[config.mk]
export PLATFORM = sky130hd
export DESIGN_NAME = fifo_uart_tx_flat
export DESIGN_NICKNAME = d
export VERILOG_FILES = /design/src/rtl/uart_pkg.sv /design/src/rtl/fifo_uart_tx_if.sv /design/src/rtl/uart_baud_counter.sv /design/src/rtl/fifo_uart_tx.sv /design/src/flat_wrapper.sv
export SDC_FILE = /design/constraint.sdc
export NUM_CORES = 1
export LEC_CHECK = 0
export ABC_AREA = 1
export CAP_MARGIN = 10
export CORE_MARGIN = 10
export CORE_UTILIZATION = 35
export DETAILED_ROUTE_END_ITERATION = 10
export GPL_TIMING_DRIVEN = 0
export PLACE_DENSITY = 0.59
export SLEW_MARGIN = 10
export SYNTH_ARGS = -nofsm -noshare
export SYNTH_HDL_FRONTEND = slang
export SYNTH_HIERARCHICAL = 1
export SYNTH_SLANG_ARGS = --single-unit
[constraint.sdc]
create_clock -name clk -period 2.31 [get_ports clk]
set_input_delay 0.462 -clock clk [delete_from_list [all_inputs] [get_ports clk]]
set_output_delay 0.462 -clock clk [all_outputs]
set_load 0.02 [all_outputs]
[src/rtl/uart_pkg.sv]
// uart_pkg: shared types and constants for the FIFO-fed UART transmitter.
//   uart_state_e      - transmitter FSM states
//   DEF_DATA_WIDTH    - default payload width (matches the team FIFO)
//   DEF_CLKS_PER_BIT  - default clk cycles per serial bit
//   START_BIT/STOP_BIT - serial line levels for frame delimiters
package uart_pkg;

    typedef enum logic [2:0] {
        IDLE,
        FETCH,
        START,
        DATA,
        STOP
    } uart_state_e;

    localparam int DEF_DATA_WIDTH   = 8;
    localparam int DEF_CLKS_PER_BIT = 16;

    localparam logic START_BIT = 1'b0;
    localparam logic STOP_BIT  = 1'b1;

endpackage

[src/rtl/fifo_uart_tx_if.sv]
// fifo_uart_tx_if: read-side handshake between the 8-entry FIFO and its
// consumer.
//   fifo_read_en - one-cycle pop request (consumer -> FIFO)
//   fifo_empty   - FIFO empty flag (FIFO -> consumer)
//   fifo_data    - registered read data, valid the cycle after a pop
// Modports: master = consumer (UART transmitter), slave = FIFO.
interface fifo_uart_tx_if
    import uart_pkg::*;
#(
    parameter int DATA_WIDTH = DEF_DATA_WIDTH
);
    logic                  fifo_read_en;
    logic                  fifo_empty;
    logic [DATA_WIDTH-1:0] fifo_data;

    modport master (output fifo_read_en, input fifo_empty, input fifo_data);
    modport slave  (input fifo_read_en, output fifo_empty, output fifo_data);
endinterface

[src/rtl/uart_baud_counter.sv]
// uart_baud_counter: counts clk cycles within one serial bit period.
//   clk, reset - clock, async active-high reset
//   clear      - synchronous clear to the start of a bit period
//   enable     - count this cycle
//   bit_done   - one-cycle pulse on the last cycle of each bit period
module uart_baud_counter
    import uart_pkg::*;
#(
    parameter int CLKS_PER_BIT = DEF_CLKS_PER_BIT
) (
    input  logic clk,
    input  logic reset,
    input  logic clear,
    input  logic enable,
    output logic bit_done
);
    localparam int CW = $clog2(CLKS_PER_BIT);
    localparam logic [CW-1:0] LAST = CW'(CLKS_PER_BIT - 1);

    logic [CW-1:0] cnt;

    assign bit_done = enable && (cnt == LAST);

    always_ff @(posedge clk or posedge reset) begin
        if (reset)
            cnt <= '0;
        else if (clear)
            cnt <= '0;
        else if (enable)
            cnt <= bit_done ? '0 : cnt + 1'b1;
    end
endmodule

[src/rtl/fifo_uart_tx.sv]
// fifo_uart_tx: drains bytes from the FIFO and sends each as an 8N1 frame.
//   clk, reset   - clock, async active-high reset (abandons any frame)
//   tx_enable    - allows a new frame to start; only looked at in IDLE
//   fifo         - FIFO read-side handshake (master modport)
//   tx           - registered serial line, idles high
//   busy         - high whenever the FSM is not in IDLE
//   frames_sent  - completed-frame count, wraps silently
module fifo_uart_tx
    import uart_pkg::*;
#(
    parameter int DATA_WIDTH   = DEF_DATA_WIDTH,
    parameter int CLKS_PER_BIT = DEF_CLKS_PER_BIT,
    parameter int CNT_WIDTH    = 16
) (
    input  logic                  clk,
    input  logic                  reset,
    input  logic                  tx_enable,
    fifo_uart_tx_if.master        fifo,
    output logic                  tx,
    output logic                  busy,
    output logic [CNT_WIDTH-1:0]  frames_sent
);
    localparam int BW = $clog2(DATA_WIDTH);
    localparam logic [BW-1:0] LAST_BIT = BW'(DATA_WIDTH - 1);

    uart_state_e           state, state_nxt;
    logic [DATA_WIDTH-1:0] shreg;
    logic [BW-1:0]         bit_idx;
    logic                  tx_q;
    logic                  bit_done;
    logic                  pop;

    // Pop is gated by reset so the FIFO never loses a byte while the
    // transmitter is held in reset with data waiting.
    assign pop               = (state == IDLE) && tx_enable && !fifo.fifo_empty && !reset;
    assign fifo.fifo_read_en = pop;
    assign busy              = (state != IDLE);
    assign tx                = tx_q;

    // Counter restarts in FETCH so the start bit gets a full period.
    uart_baud_counter #(.CLKS_PER_BIT(CLKS_PER_BIT)) u_baud (
        .clk      (clk),
        .reset    (reset),
        .clear    (state == FETCH),
        .enable   (state == START || state == DATA || state == STOP),
        .bit_done (bit_done)
    );

    always_ff @(posedge clk or posedge reset) begin
        if (reset) state <= IDLE;
        else       state <= state_nxt;
    end

    always_comb begin
        state_nxt = state;
        case (state)
            IDLE:    if (pop) state_nxt = FETCH;
            FETCH:   state_nxt = START;
            START:   if (bit_done) state_nxt = DATA;
            DATA:    if (bit_done && bit_idx == LAST_BIT) state_nxt = STOP;
            STOP:    if (bit_done) state_nxt = IDLE;
            default: state_nxt = IDLE;
        endcase
    end

    // tx is loaded one bit ahead: each bit_done edge puts the next line
    // level on tx, so the line changes exactly on period boundaries.
    always_ff @(posedge clk or posedge reset) begin
        if (reset) begin
            tx_q        <= STOP_BIT;
            shreg       <= '0;
            bit_idx     <= '0;
            frames_sent <= '0;
        end else begin
            case (state)
                FETCH: begin
                    shreg <= fifo.fifo_data;
                    tx_q  <= START_BIT;
                end
                START: if (bit_done) begin
                    tx_q    <= shreg[0];
                    bit_idx <= '0;
                end
                DATA: if (bit_done) begin
                    if (bit_idx == LAST_BIT) begin
                        tx_q <= STOP_BIT;
                    end else begin
                        tx_q    <= shreg[1];
                        shreg   <= shreg >> 1;
                        bit_idx <= bit_idx + 1'b1;
                    end
                end
                STOP: if (bit_done) frames_sent <= frames_sent + 1'b1;
                default: ;
            endcase
        end
    end
endmodule
[src/flat_wrapper.sv]
// flat-port wrapper written by rule: the top's interface ports become plain ports
module fifo_uart_tx_flat import uart_pkg::*;
#(
    parameter int DATA_WIDTH   = DEF_DATA_WIDTH,
    parameter int CLKS_PER_BIT = DEF_CLKS_PER_BIT,
    parameter int CNT_WIDTH    = 16
)
  (clk, reset, tx_enable, tx, busy, frames_sent, fifo_fifo_read_en, fifo_fifo_empty, fifo_fifo_data);
  fifo_uart_tx_if #(.DATA_WIDTH(DATA_WIDTH)) fifo_i ();
  input  logic clk;
  input  logic reset;
  input  logic tx_enable;
  output logic tx;
  output logic busy;
  output logic [CNT_WIDTH-1:0] frames_sent;
  output wire logic [$bits(fifo_i.fifo_read_en)-1:0] fifo_fifo_read_en;
  input wire logic [$bits(fifo_i.fifo_empty)-1:0] fifo_fifo_empty;
  input wire logic [$bits(fifo_i.fifo_data)-1:0] fifo_fifo_data;
  assign fifo_fifo_read_en = fifo_i.fifo_read_en;
  assign fifo_i.fifo_empty = fifo_fifo_empty;
  assign fifo_i.fifo_data = fifo_fifo_data;
  fifo_uart_tx #(.DATA_WIDTH(DATA_WIDTH), .CLKS_PER_BIT(CLKS_PER_BIT), .CNT_WIDTH(CNT_WIDTH)) u_core (.clk(clk), .reset(reset), .tx_enable(tx_enable), .fifo(fifo_i), .tx(tx), .busy(busy), .frames_sent(frames_sent));
endmodule
Word-level counts from Yosys, hierarchy flattened
Cells that the tools add are included.
Word-level totals
  register bits: 35
  bits of input ports: 12
  output and inout bits: 19
  logic and storage cells: 59
Operators by class
  add/sub/neg operators: 3
  equality and inequality tests: 12
  muxes and demuxes: 18
  reduce and logical (&&, ||, !) cells: 20
Operators by type and width (count)
  3-bit 2-to-1 mux: 6
  16-bit by 1-bit adder with 16-bit output, second input constant: 1
  8-bit 2-to-1 mux: 2
  8-bit one-hot mux with 2 select lines: 1
  3-bit one-hot mux with 5 select lines: 1
  4-bit 2-to-1 mux: 3
  4-bit AND reduction: 2
  3-bit by 2-bit equality test with 1-bit output, second input constant: 2
  3-bit equality test, second input constant: 2
  2-bit by 1-bit inequality test with 1-bit output, second input constant: 3
  2-bit inequality test, second input constant: 3
  3-bit one-hot mux with 2 select lines: 1
  3-bit AND reduction: 2
  2-bit nonzero test: 3
  3-bit nonzero test: 2
  1-bit logical AND: 5
  4-bit by 1-bit adder with 4-bit output, second input constant: 1
  4-bit equality test, second input constant: 1
  3-bit by 1-bit adder with 3-bit output, second input constant: 1
  3-bit by 1-bit equality test with 1-bit output, second input constant: 1
  3-bit logical NOT: 1
  1-bit 2-to-1 mux: 3
  1-bit one-hot mux with 3 select lines: 1
  1-bit logical NOT: 2
  2 further kinds: 3

Logic depth before layout (Yosys ltp)
Gate-level depths: netlist of the first run.
  depth after elaboration: 7
  mapped depth: 13
  depth with buffers taken out: 13

By module
The synthesis of the first run kept the hierarchy.
Modules (own cells, without submodules)
  fifo_uart_tx: instances 1, cells an instance 221, area each 1672.9 um^2, seq. area each 777.0 um^2
  uart_baud_counter: instances 1, cells an instance 29, area each 217.7 um^2, seq. area each 100.1 um^2

Worst setup path after synthesis of the first run
OpenSTA, ideal clock, no wires.
  path kind: flip-flop to flip-flop
  start point: register u_core.state[2]
  end point: register u_core.frames_sent[5]
  library setup time: 130 ps
  data arrival time: 1867 ps
  data required time: 2180 ps
  setup slack: 313 ps
  stages on the path, launching flop included: 13
  buffers on the path: 1
  period minus slack after synthesis: 1997 ps
  cell sequence: dfrtp_1 -> inv_1 -> nand2_1 -> nand2_1 -> nand2_1 -> nor2_1 -> inv_1 -> nor2_1 -> nand3_1 -> buf_2 -> inv_1 -> nand2_1 -> xnor2_1
On the way
  cells in the longest elaborated chain, start to end: 5
  elaborated cells on any way between the ends: 7
  those cells by class: eq/ne (3); reduce/logical (4)
RTL lines
  from (decl): line fifo_uart_tx.sv:26  | uart_state_e state, state_nxt;
  from (signal assigned): line fifo_uart_tx.sv:51  | else state <= state_nxt;
  3-bit by 2-bit equality test with 1-bit output: line fifo_uart_tx.sv:45  | .enable (state == START || state == DATA || state == STOP),
  1-bit logical OR: line fifo_uart_tx.sv:45
  1-bit logical OR (*): line fifo_uart_tx.sv:45
  1-bit logical AND (*): line uart_baud_counter.sv:22  | assign bit_done = enable && (cnt == LAST);
  named net u_core.bit_done: line fifo_uart_tx.sv:30  | logic bit_done;
  2-bit AND reduction (no source line) (*)
  to (signal assigned): line fifo_uart_tx.sv:93  | STOP: if (bit_done) frames_sent <= frames_sent + 1'b1;
  to (decl): line fifo_uart_tx.sv:21  | output logic [CNT_WIDTH-1:0] frames_sent
Mark *: on every way through the listed nets, which the timed path passes. The rest lies on a longest branch.
A chain may end at the register's enable or synchronous reset.

Final worst setup path of the first run
  start point: register u_core.state[0]
  end point: output busy
On the way
  cells in the longest elaborated chain, start to end: 1
RTL lines
  3-bit nonzero test: line fifo_uart_tx.sv:37  | assign busy = (state != IDLE);
  to (decl): line flat_wrapper.sv:14  | output logic busy;
Every way passes these cells.

==> results of run 1 <==
## synth_stat cells, types with 2 or more instances
cell | count | area (µm²)
nand2_1 | 77 | 289
inv_1 | 36 | 135
dfrtp_1 | 34 | 851
nor2_1 | 23 | 86.3
o21ai_0 | 23 | 115
nand3_1 | 18 | 90.1
nand4_1 | 8 | 50.1
xnor2_1 | 5 | 43.8
ha_1 | 4 | 50.1
nor3_1 | 4 | 20.0
xor2_1 | 4 | 35.0
a21oi_1 | 2 | 10.0
nor2_2 | 2 | 12.5
## worst paths after layout
check	to	slack, ps	startpoint	depth (start not counted)
max reg2reg	u_core/frames_sent[7]	230	u_core/state[2]	12
min in group clk	u_core/frames_sent[15]	520	u_core/frames_sent[15]	2
max	busy	150	u_core/state[0]	5
min	u_core/u_baud/cnt[2]	430	reset	2
min reg2reg	u_core/frames_sent[15]	520	u_core/frames_sent[15]	2
max in group asynchronous	u_core/frames_sent[0]	1230	reset	2
## layout make-up
cell class	instances	area, µm²
clock buffer	6	72.6
tap	70	87.6
buffer	3	20.0
timing repair buffer	30	299
sequential	35	877
inverter	36	135
multi-input combinational	176	875
fill	523	2810
## power by group through the flow
stage                     Clock, mW  Combinational, mW  Sequential, mW
after floorplan                   0              0.391           0.804
after global placement            0              0.543           0.810
after detailed placement          0              0.548           0.809
after CTS                     0.414              0.546           0.800
after global routing          0.440              0.630           0.817
final                         0.393              0.542           0.805
## critical path: stages (launching register included)
cell             delay [ps]
dfrtp_1                 460
inv_1                   130
nand2_1                 110
nor2_1                   50
inv_1                    70
clkdlybuf4s50_1         600
## sequential cells by signal, summed over array words and instances (netlist names)
signal	flops
u_core/frames_sent	16
u_core/shreg	8
u_core/state	3
u_core/tx	1
u_core/u_baud/cnt	4
u_core/bit_idx	3
## cells by family (layout without fill, tap and decap cells)
group	count (synthesis)	count (layout)
buffers and inverters	39	75
AO/OA/AOI/OAI	29	29
adder cells (fa/ha/maj)	4	4
XOR/XNOR	9	9
AND/OR/NAND/NOR	134	134
flip-flops	35	35
## layer usage
metal	share of wire	wire [µm]
met1	0.50	2070
met2	0.43	1790
met3	0.053	221
met4	0.013	54
met5	0	0
## through the flow
stage,setup slack (ps),util,cells
after floorplan,313,-,250
after global placement,-54.6,0.440,350
after detailed placement,-52.9,0.440,350
after CTS,51.8,0.455,356
after global routing,10.2,0.457,356
final,146,0.457,356
==> out/metrics.cfg, run 1 <==
[power_and_ir_drop]
power_mw=1.74
power_frac_seq=0.462
ir_worst_vdd_uv=258
power_density_nw_per_um2=736
leakagePower_nw=1.09
sw_frac_of_total=0.345
p_int_mw=1.14
power.share.combinational=0.312
power.share.clock=0.226
switchingPower_uw=601

[global_route]
grt_pass1_vias=1621
grt_overflow=0
grt_use_met1=0.128
grt.met3_usage=0.0360
antenna_found_initial=0
grt_max_degree=32
top_usage_layer=met2
met2_usage=0.151
grt_usage=0.101
grt_pass1_wl_um=7180

[routing]
vias_per_cell=4.54
firstDrtPassIters=4
drtIter0Drc=55
ant_nets=0
vias=1616
drc=0
post_drt_wl_per_cell_um=11.6
totalWireLength_um=4140

[yosys]
synth_xor_area_frac=0.0417
muxShareOfSynthArea=0
synth_adder_area_share=0.0265
yosysWarnings=6
synth_top_family_by_area=simple AND/OR/NAND/NOR gates
synth_ff_type=dfrtp_1
synth_compound_area_frac=0.0860
seq_area_frac_synth=0.464
synth-simple-area-share=0.300
synthArstFlopShare=1.00
ys_ff_latch=35
syn_area_um2=1890
yosysUniqueCellTypes=23
syn_avg_cell_area_um2=7.56
synth-edff-count=0
synth_fp_nets=266
synthCells=250

[critical_path]
worstSetupEndpointType=primary output
path_class=reg -> out
worst_ep_arrival_time_ps=1700
path_max_fanout=6
cp-start-kind=register
required_ps=1850

[sta]
hold-worst-slack_ps=435
drv_slew=0
rsz0062_at_grt=no
fin_setup_tns_ps=0
setup_viol=0
period_needed_ps=2160
fmax_ghz=0.462
hold_viol=0
clock_skew_ps=3.26
slew_headroom=0.560
timing.final.crit_share=0.937
worstMarginPinSlew_ps=660

[floorplan]
die_x_um=93.5
rows=26
die_area_um2=8740
initial_core_util=0.366
core_um2=5170
ios=31
die_h_um=93.5

[clock_network]
cts_tree=built
cts_buffers=5
ctsResizeCount=2
hold_buffers=0
worstSkewPairLatency_ps=280
cts_setup_buffers=0
cts_buffer_depth=2
clkTransAtPathRegs_ps=60
cts.sinks=35
clock-root-buffer=clkbuf_8
h-tree-depth=2

[finish]
fin_area_um2=2370
drive_gt1_frac=0.0629
final_common_cell=nand2_1
final_cell_mix=76 x nand2_1, 34 x inv_1, 34 x dfrtp_1
fin_nets=303
syn2layout_area_growth_pct=25.1
diodes=0

[place]
gp_congestion=0.779
dpl_cell_area_um2=2280
dpl.hpwl_um=3140
numPortBuffers=30

[run]
maxCapViolations=0

[run_status]
status=complete, no violations

[hold_path]
worstHoldPathType=in -> async

Note: power is estimated with default switching activity, not from simulation.
==> run 2, diff against run 1 <==
Settings changed: SYNTH_HIERARCHICAL 1 to not set.
==> run 2 against run 1 <==
First-iteration DRC count grew 25%. Sequential power up 2.7%. Synthesized cell count is 2.0% higher. Sequential cell count unchanged. Worst hold slack improved by 36 ps. Combinational power rose by 38%. Count of clock-buffer cells in the layout did not move. Power increased by 24%. Wire length grew 5.0%. Clock skew increased by 3.5 ps. Register-to-register slack better by 350 ps. Largest cell class is now multi-input gates. Highest routed layer unchanged.
==> out/metrics.cfg, run 2 <==
[sta]
setup_viol=0  ; unchanged
hold-worst-slack_ps=471  ; +36.0 ps
rsz0062_at_grt=no
fin_setup_tns_ps=0  ; unchanged
period_needed_ps=2070  ; -93.8 ps
clock_skew_ps=6.76  ; +3.50 ps
timing.final.crit_share=0.896  ; -0.0406
worstMarginPinSlew_ps=743  ; +83.1 ps
slew_headroom=0.504  ; -0.0555
fmax_ghz=0.483  ; +4.5%
drv_slew=0  ; unchanged
hold_viol=0  ; unchanged

[power_and_ir_drop]
ir_worst_vdd_uv=351  ; +36%
power_density_nw_per_um2=881  ; +20%
power_mw=2.16  ; +24%
leakagePower_nw=1.13  ; +3.9%

[finish]
top_regs=u_core.frames_sent x16, u_core.shreg x8, u_core.u_baud.cnt x4
fin_area_um2=2450  ; +3.5%
largest_reg_flops=16  ; unchanged
seq_area_um2=877  ; unchanged
diodes=0  ; unchanged
fillers=562  ; +7.5%
syn2layout_area_growth_pct=26.1
final_common_cell=nand2_1
final_cell_mix=86 x nand2_1, 34 x dfrtp_1, 29 x clkdlybuf4s50_1
fin_nets=308  ; +1.7%
top_register=u_core.frames_sent
multi_input_area_um2=926  ; +5.9%
drive_gt1_frac=0.109  ; +0.0463

[floorplan]
ios=31  ; unchanged
rows=27  ; +3.8%
die_area_um2=8930  ; +2.2%
die_x_um=94.5  ; +1.1%
die_h_um=94.5  ; +1.1%
core_um2=5440  ; +5.2%
initial_core_util=0.357  ; -0.00825

[global_route]
grt_pass1_wl_um=7510  ; +4.6%
grt_overflow=0  ; unchanged
grt_pass1_vias=1636  ; +0.93%
grt_max_degree=36  ; +13%
grt_usage=0.103  ; +0.00191
antenna_found_initial=0  ; unchanged

[clock_network]
worstSkewPairLatency_ps=290  ; about the same
cts_tree=built
clock-root-buffer=clkbuf_8
h-tree-depth=2  ; unchanged
clkTransAtPathRegs_ps=70  ; about the same
cts.sinks=35  ; unchanged
cts_buffers=5  ; unchanged
cts_buffer_depth=2  ; unchanged
hold_buffers=0  ; unchanged

[yosys]
syn_area_um2=1940  ; +2.8%
synth-edff-count=0  ; unchanged
synth_ff_type=dfrtp_1
yosysWarnings=0  ; -6
synth_area_leaders=dfrtp_1 44%, nand2_1 17%, inv_1 4.8%
synthCells=255  ; +2.0%
yosysUniqueCellTypes=27  ; +17%
seq_area_frac_synth=0.451  ; -0.0125
synth_top_area_frac=0.438  ; -0.0122
yosys-top-cells-count=86 x nand2_1, 34 x dfrtp_1, 25 x inv_1
syn_avg_cell_area_um2=7.62  ; +0.76%
ys_ff_latch=35  ; unchanged
synthArstFlopShare=1.00  ; unchanged
synth_area_leader_cell=dfrtp_1
post-synth-top-count-cell=nand2_1
synth_fp_nets=271  ; +1.9%

[routing]
post_drt_wl_per_cell_um=11.9  ; +2.4%
ant_nets=0  ; unchanged
totalWireLength_um=4350  ; +5.0%
vias_per_cell=4.58  ; +0.91%
firstDrtPassIters=4  ; unchanged
drc=0  ; unchanged
vias=1672  ; +3.5%
drtIter0Drc=69  ; +25%

[hold_path]
hold_depth=2
hold_start=u_core.tx
min_to=u_core.tx
worstHoldPathType=reg -> reg

[place]
gp_congestion=0.799  ; +2.6%
dpl.hpwl_um=3220  ; +2.5%
dpl_cell_area_um2=2330  ; +2.4%
numPortBuffers=30  ; unchanged

[critical_path]
timing.rr.start=u_core.u_baud.cnt[0]
reg2reg_depth=8  ; -4
r2r_end=u_core.shreg[3]
reg2reg_slack_ps=580  ; +350 ps
required_ps=1850  ; about the same
path_class=reg -> out
worst_ep_arrival_time_ps=1610  ; -90 ps
cp-start-kind=register
worstSetupEndpointType=primary output
path_max_fanout=5  ; -1

[run_status]
status=complete, no violations

[run]
maxCapViolations=0  ; unchanged

run 2: changes by cell type after synthesis, moves of 2 or more:
cell,delta
o21ai_0,-14
inv_1,-11
o21ai_1,+11
nand2_1,+9
nand2_2,+6
inv_2,+5
nand3_1,-5
nand3_2,+3
nor3_1,-3
a21oi_1,+2
nor2_4,+2
xnor2_1,+2
run 2: critical path, cell delays in order (launching register included):
cell and delay, ps:
dfrtp_1 500, nor2_1 100, nand2_1 110, clkdlybuf4s50_1 620
run 2: final cells by class:
type | count | share of cell area
Tap cell | 72 | 0.0368
Clock buffer | 6 | 0.0337
Buffer | 3 | 0.00970
Clock inverter | 2 | 0.0143
Inverter | 31 | 0.0475
Sequential cell | 35 | 0.358
Timing Repair Buffer | 30 | 0.122
Multi-Input combinational cell | 186 | 0.378
run 2: how the worst max path moves through the flow:
stage,startpoint,end
floorplan,u_core.state[2],fifo_fifo_read_en
global placement,tx_enable,fifo_fifo_read_en
detailed placement,tx_enable,fifo_fifo_read_en
CTS,u_core.state[2],busy
global route,u_core.state[2],busy
finish,u_core.state[2],busy
run 2: stage by stage:
stage          worst slack, ps  std cells   util
5_1_grt                    178        365  0.450
3_3_place_gp             -15.7        357  0.429
3_5_place_dp             -19.7        357  0.429
2_1_floorplan              434        255      -
4_1_cts                    240        365  0.450
6_report                   239        365  0.450
run 2: power by group:
group | internal, mW | switching [mW]
Combinational | 0.271 | 0.478
Clock | 0.349 | 0.233
Sequential | 0.748 | 0.0786
Total | 1.37 | 0.790
run 2: kinds of logic (layout without fill, tap and decap cells):
| logic type | Yosys count | in the layout | synth area share |
|---|---|---|---|
| compound gates | 27 | 27 | 0.0721 |
| xor+xnor | 11 | 11 | 0.0496 |
| fa+ha+maj | 4 | 4 | 0.0258 |
| buf+inv | 34 | 72 | 0.0721 |
| flops | 35 | 35 | 0.451 |
| simple gates | 144 | 144 | 0.329 |
run 2: what timing repair did:
action,CTS,global route
setup endpoints to repair,1,0
buffers inserted,0,0
gates resized for setup,1,0
run 2: metal layers:
layer / share of wire / vias to the layer above / GRT usage
li1: - / 878 / -
met1: 0.46 / 765 / 0.121
met2: 0.47 / 23 / 0.170
met3: 0.060 / 6 / 0.0404
met4: 0.014 / 0 / 0.0337
met5: 0 / - / 0
==> run 3, diff against run 2 <==
Settings changed: SLEW_MARGIN 10 to not set, SYNTH_HIERARCHICAL set to 1.
==> run 3 against run 2 <==
Sequential share of layout area up 0.84 points. Largest power group unchanged. Clock power decreased by 32%. Critical path type unchanged. Highest routed layer unchanged. Critical endpoint unchanged. Largest cell class is now registers. Sequential power shrank 2.7%.
==> out/metrics.cfg, run 3 (synthesis results as in run 1) <==
[critical_path]
critPathTopFamily=buffers and inverters
crit_slowest_cell=clkdlybuf4s50_1
crit_top_cell=inv_1
critPathMaxStageDelay_ps=600  ; -20 ps
cp_num_buf_inv=3  ; +2
worst_ep_arrival_time_ps=1700  ; +90 ps
path_cells=inv_1, nand2_1, nor2_1, inv_1, clkdlybuf4s50_1
required_ps=1850  ; about the same
path_max_fanout=6  ; +1
path_class=reg -> out
worstSetupEndpointType=primary output
cp-start-kind=register

[global_route]
top_usage_layer=met2
grt.met3_usage=0.0360  ; -0.00447
grt_max_degree=32  ; -11%
antenna_found_initial=0  ; unchanged
grt_usage=0.101  ; -0.00191
grt_use_met1=0.128  ; +0.00695
met2_usage=0.151  ; -0.0191
grt_pass1_wl_um=7180  ; -4.4%
grt_pass1_vias=1621  ; -0.92%
grt_overflow=0  ; unchanged

[power_and_ir_drop]
power.share.clock=0.226  ; -0.044
power_mw=1.75  ; -19%
leakagePower_nw=1.10  ; -2.5%
ir_worst_vdd_uv=258  ; -26%
sw_frac_of_total=0.345  ; -0.0210
p_int_mw=1.14  ; -16%
power.share.combinational=0.314  ; -0.033
power_frac_seq=0.460  ; +0.077
switchingPower_uw=603  ; -24%
power_density_nw_per_um2=730  ; -17%

[floorplan]
die_area_um2=8740  ; -2.1%
die_h_um=93.5  ; -1.1%
core_um2=5170  ; -4.9%
die_x_um=93.5  ; -1.1%
ios=31  ; unchanged
rows=26  ; -3.7%
initial_core_util=0.366  ; +0.00825

[routing]
vias_per_cell=4.48  ; -2.2%
vias=1600  ; -4.3%
post_drt_wl_per_cell_um=11.6  ; -2.6%
drc=0  ; unchanged
totalWireLength_um=4140  ; -4.7%
ant_nets=0  ; unchanged
firstDrtPassIters=4  ; unchanged
drtIter0Drc=91  ; +32%

[place]
gp_congestion=0.779  ; -2.5%
placed_cells=350  ; -2.0%
numPortBuffers=30  ; unchanged
dpl.hpwl_um=3140  ; -2.5%
place_ws_ps=-52.9  ; -33.2 ps

[clock_network]
clock-root-buffer=clkbuf_8
cts_buffers=5  ; unchanged
cts_tree=built
hold_buffers=0  ; unchanged
cts.sinks=35  ; unchanged
h-tree-depth=2  ; unchanged
clkTransAtPathRegs_ps=60  ; about the same
cts_buffer_depth=2  ; unchanged
worstSkewPairLatency_ps=280  ; about the same

[finish]
fillers=522  ; -7.1%
final_common_cell=nand2_1
fin_nets=304  ; -1.3%
syn2layout_area_growth_pct=26.6
final_cells=357  ; -2.2%
top_register=u_core/frames_sent
diodes=0  ; unchanged
final_cell_mix=76 x nand2_1, 35 x inv_1, 34 x dfrtp_1
top_regs=u_core/frames_sent x16, u_core/shreg x8, u_core/u_baud/cnt x4
final_core_util=0.463  ; +0.0123
drive_gt1_frac=0.0627  ; -0.0465
largest_reg_flops=16  ; unchanged

[sta]
worstMarginPinSlew_ps=675  ; -67.4 ps
setup_viol=0  ; unchanged
rsz0062_at_grt=no
drv_slew=0  ; unchanged
period_needed_ps=2160  ; +92.7 ps
fmax_ghz=0.462  ; -4.3%
fin_setup_tns_ps=0  ; unchanged
hold_viol=0  ; unchanged
timing.final.crit_share=0.936  ; +0.0401
clock_skew_ps=2.10  ; -4.66 ps
setup_slack_ps=147  ; -92.7 ps
slew_headroom=0.549  ; +0.0452

[run]
maxCapViolations=0  ; unchanged

[run_status]
status=complete, no violations

[hold_path]
worstHoldPathType=in -> async

-- run 3: cell types whose count changed in the layout (fill, tap and decap cells not counted), moves of 5 or more --
cell and delta:
inv_1 +11, inv_2 -5, nand2_1 -10, nand2_2 -5, nand3_1 +5, o21ai_0 +14
o21ai_1 -11
-- run 3: cell type report --
class / instances / area (µm²) / area share
Inverter: 36 / 135 / 0.0565
Buffer: 3 / 20.0 / 0.00836
Timing Repair Buffer: 31 / 327 / 0.136
Clock buffer: 6 / 72.6 / 0.0303
Sequential cell: 35 / 877 / 0.366
Tap cell: 70 / 87.6 / 0.0366
Multi-Input combinational cell: 176 / 875 / 0.365
-- run 3: final timing paths --
kind / start / end / slack (ps) / cells past startpoint
min in group clk: u_core/frames_sent[15] / u_core/frames_sent[15] / 520 / 2
hold / removal: reset / u_core/u_baud/cnt[2] / 420 / 2
hold reg to reg: u_core/frames_sent[15] / u_core/frames_sent[15] / 520 / 2
max in group asynchronous: reset / u_core/tx / 1070 / 3
setup reg to reg: u_core/state[2] / u_core/frames_sent[7] / 220 / 12
setup / recovery: u_core/state[0] / busy / 150 / 5
-- run 3: timing repair --
| action | in CTS | in global routing |
|---|---|---|
| gates resized for setup | 2 | 5 |
| endpoints found under the setup margin | 9 | 17 |
| buffers inserted | 0 | 0 |
-- run 3: stage by stage --
| step | cell area [µm²] | hold slack [ps] |
|---|---|---|
| 2_1_floorplan | 1890 | 228 |
| 3_3_place_gp | 2280 | 501 |
| 3_5_place_dp | 2280 | 505 |
| 4_1_cts | 2350 | 411 |
| 5_1_grt | 2390 | 438 |
| 6_report | 2390 | 415 |
-- run 3: per-layer routing --
metal / routed length [µm] / part of all wire
met1: 2080 / 0.50
met2: 1780 / 0.43
met3: 220 / 0.053
met4: 54 / 0.013
met5: 0 / 0
-- run 3: power groups by stage --
stage / Combinational, mW / Clock (mW) / Sequential [mW]
after floorplan: 0.391 / 0 / 0.804
after global placement: 0.543 / 0 / 0.810
after detailed placement: 0.548 / 0 / 0.809
after CTS: 0.546 / 0.414 / 0.800
after global routing: 0.636 / 0.440 / 0.817
final: 0.548 / 0.395 / 0.805
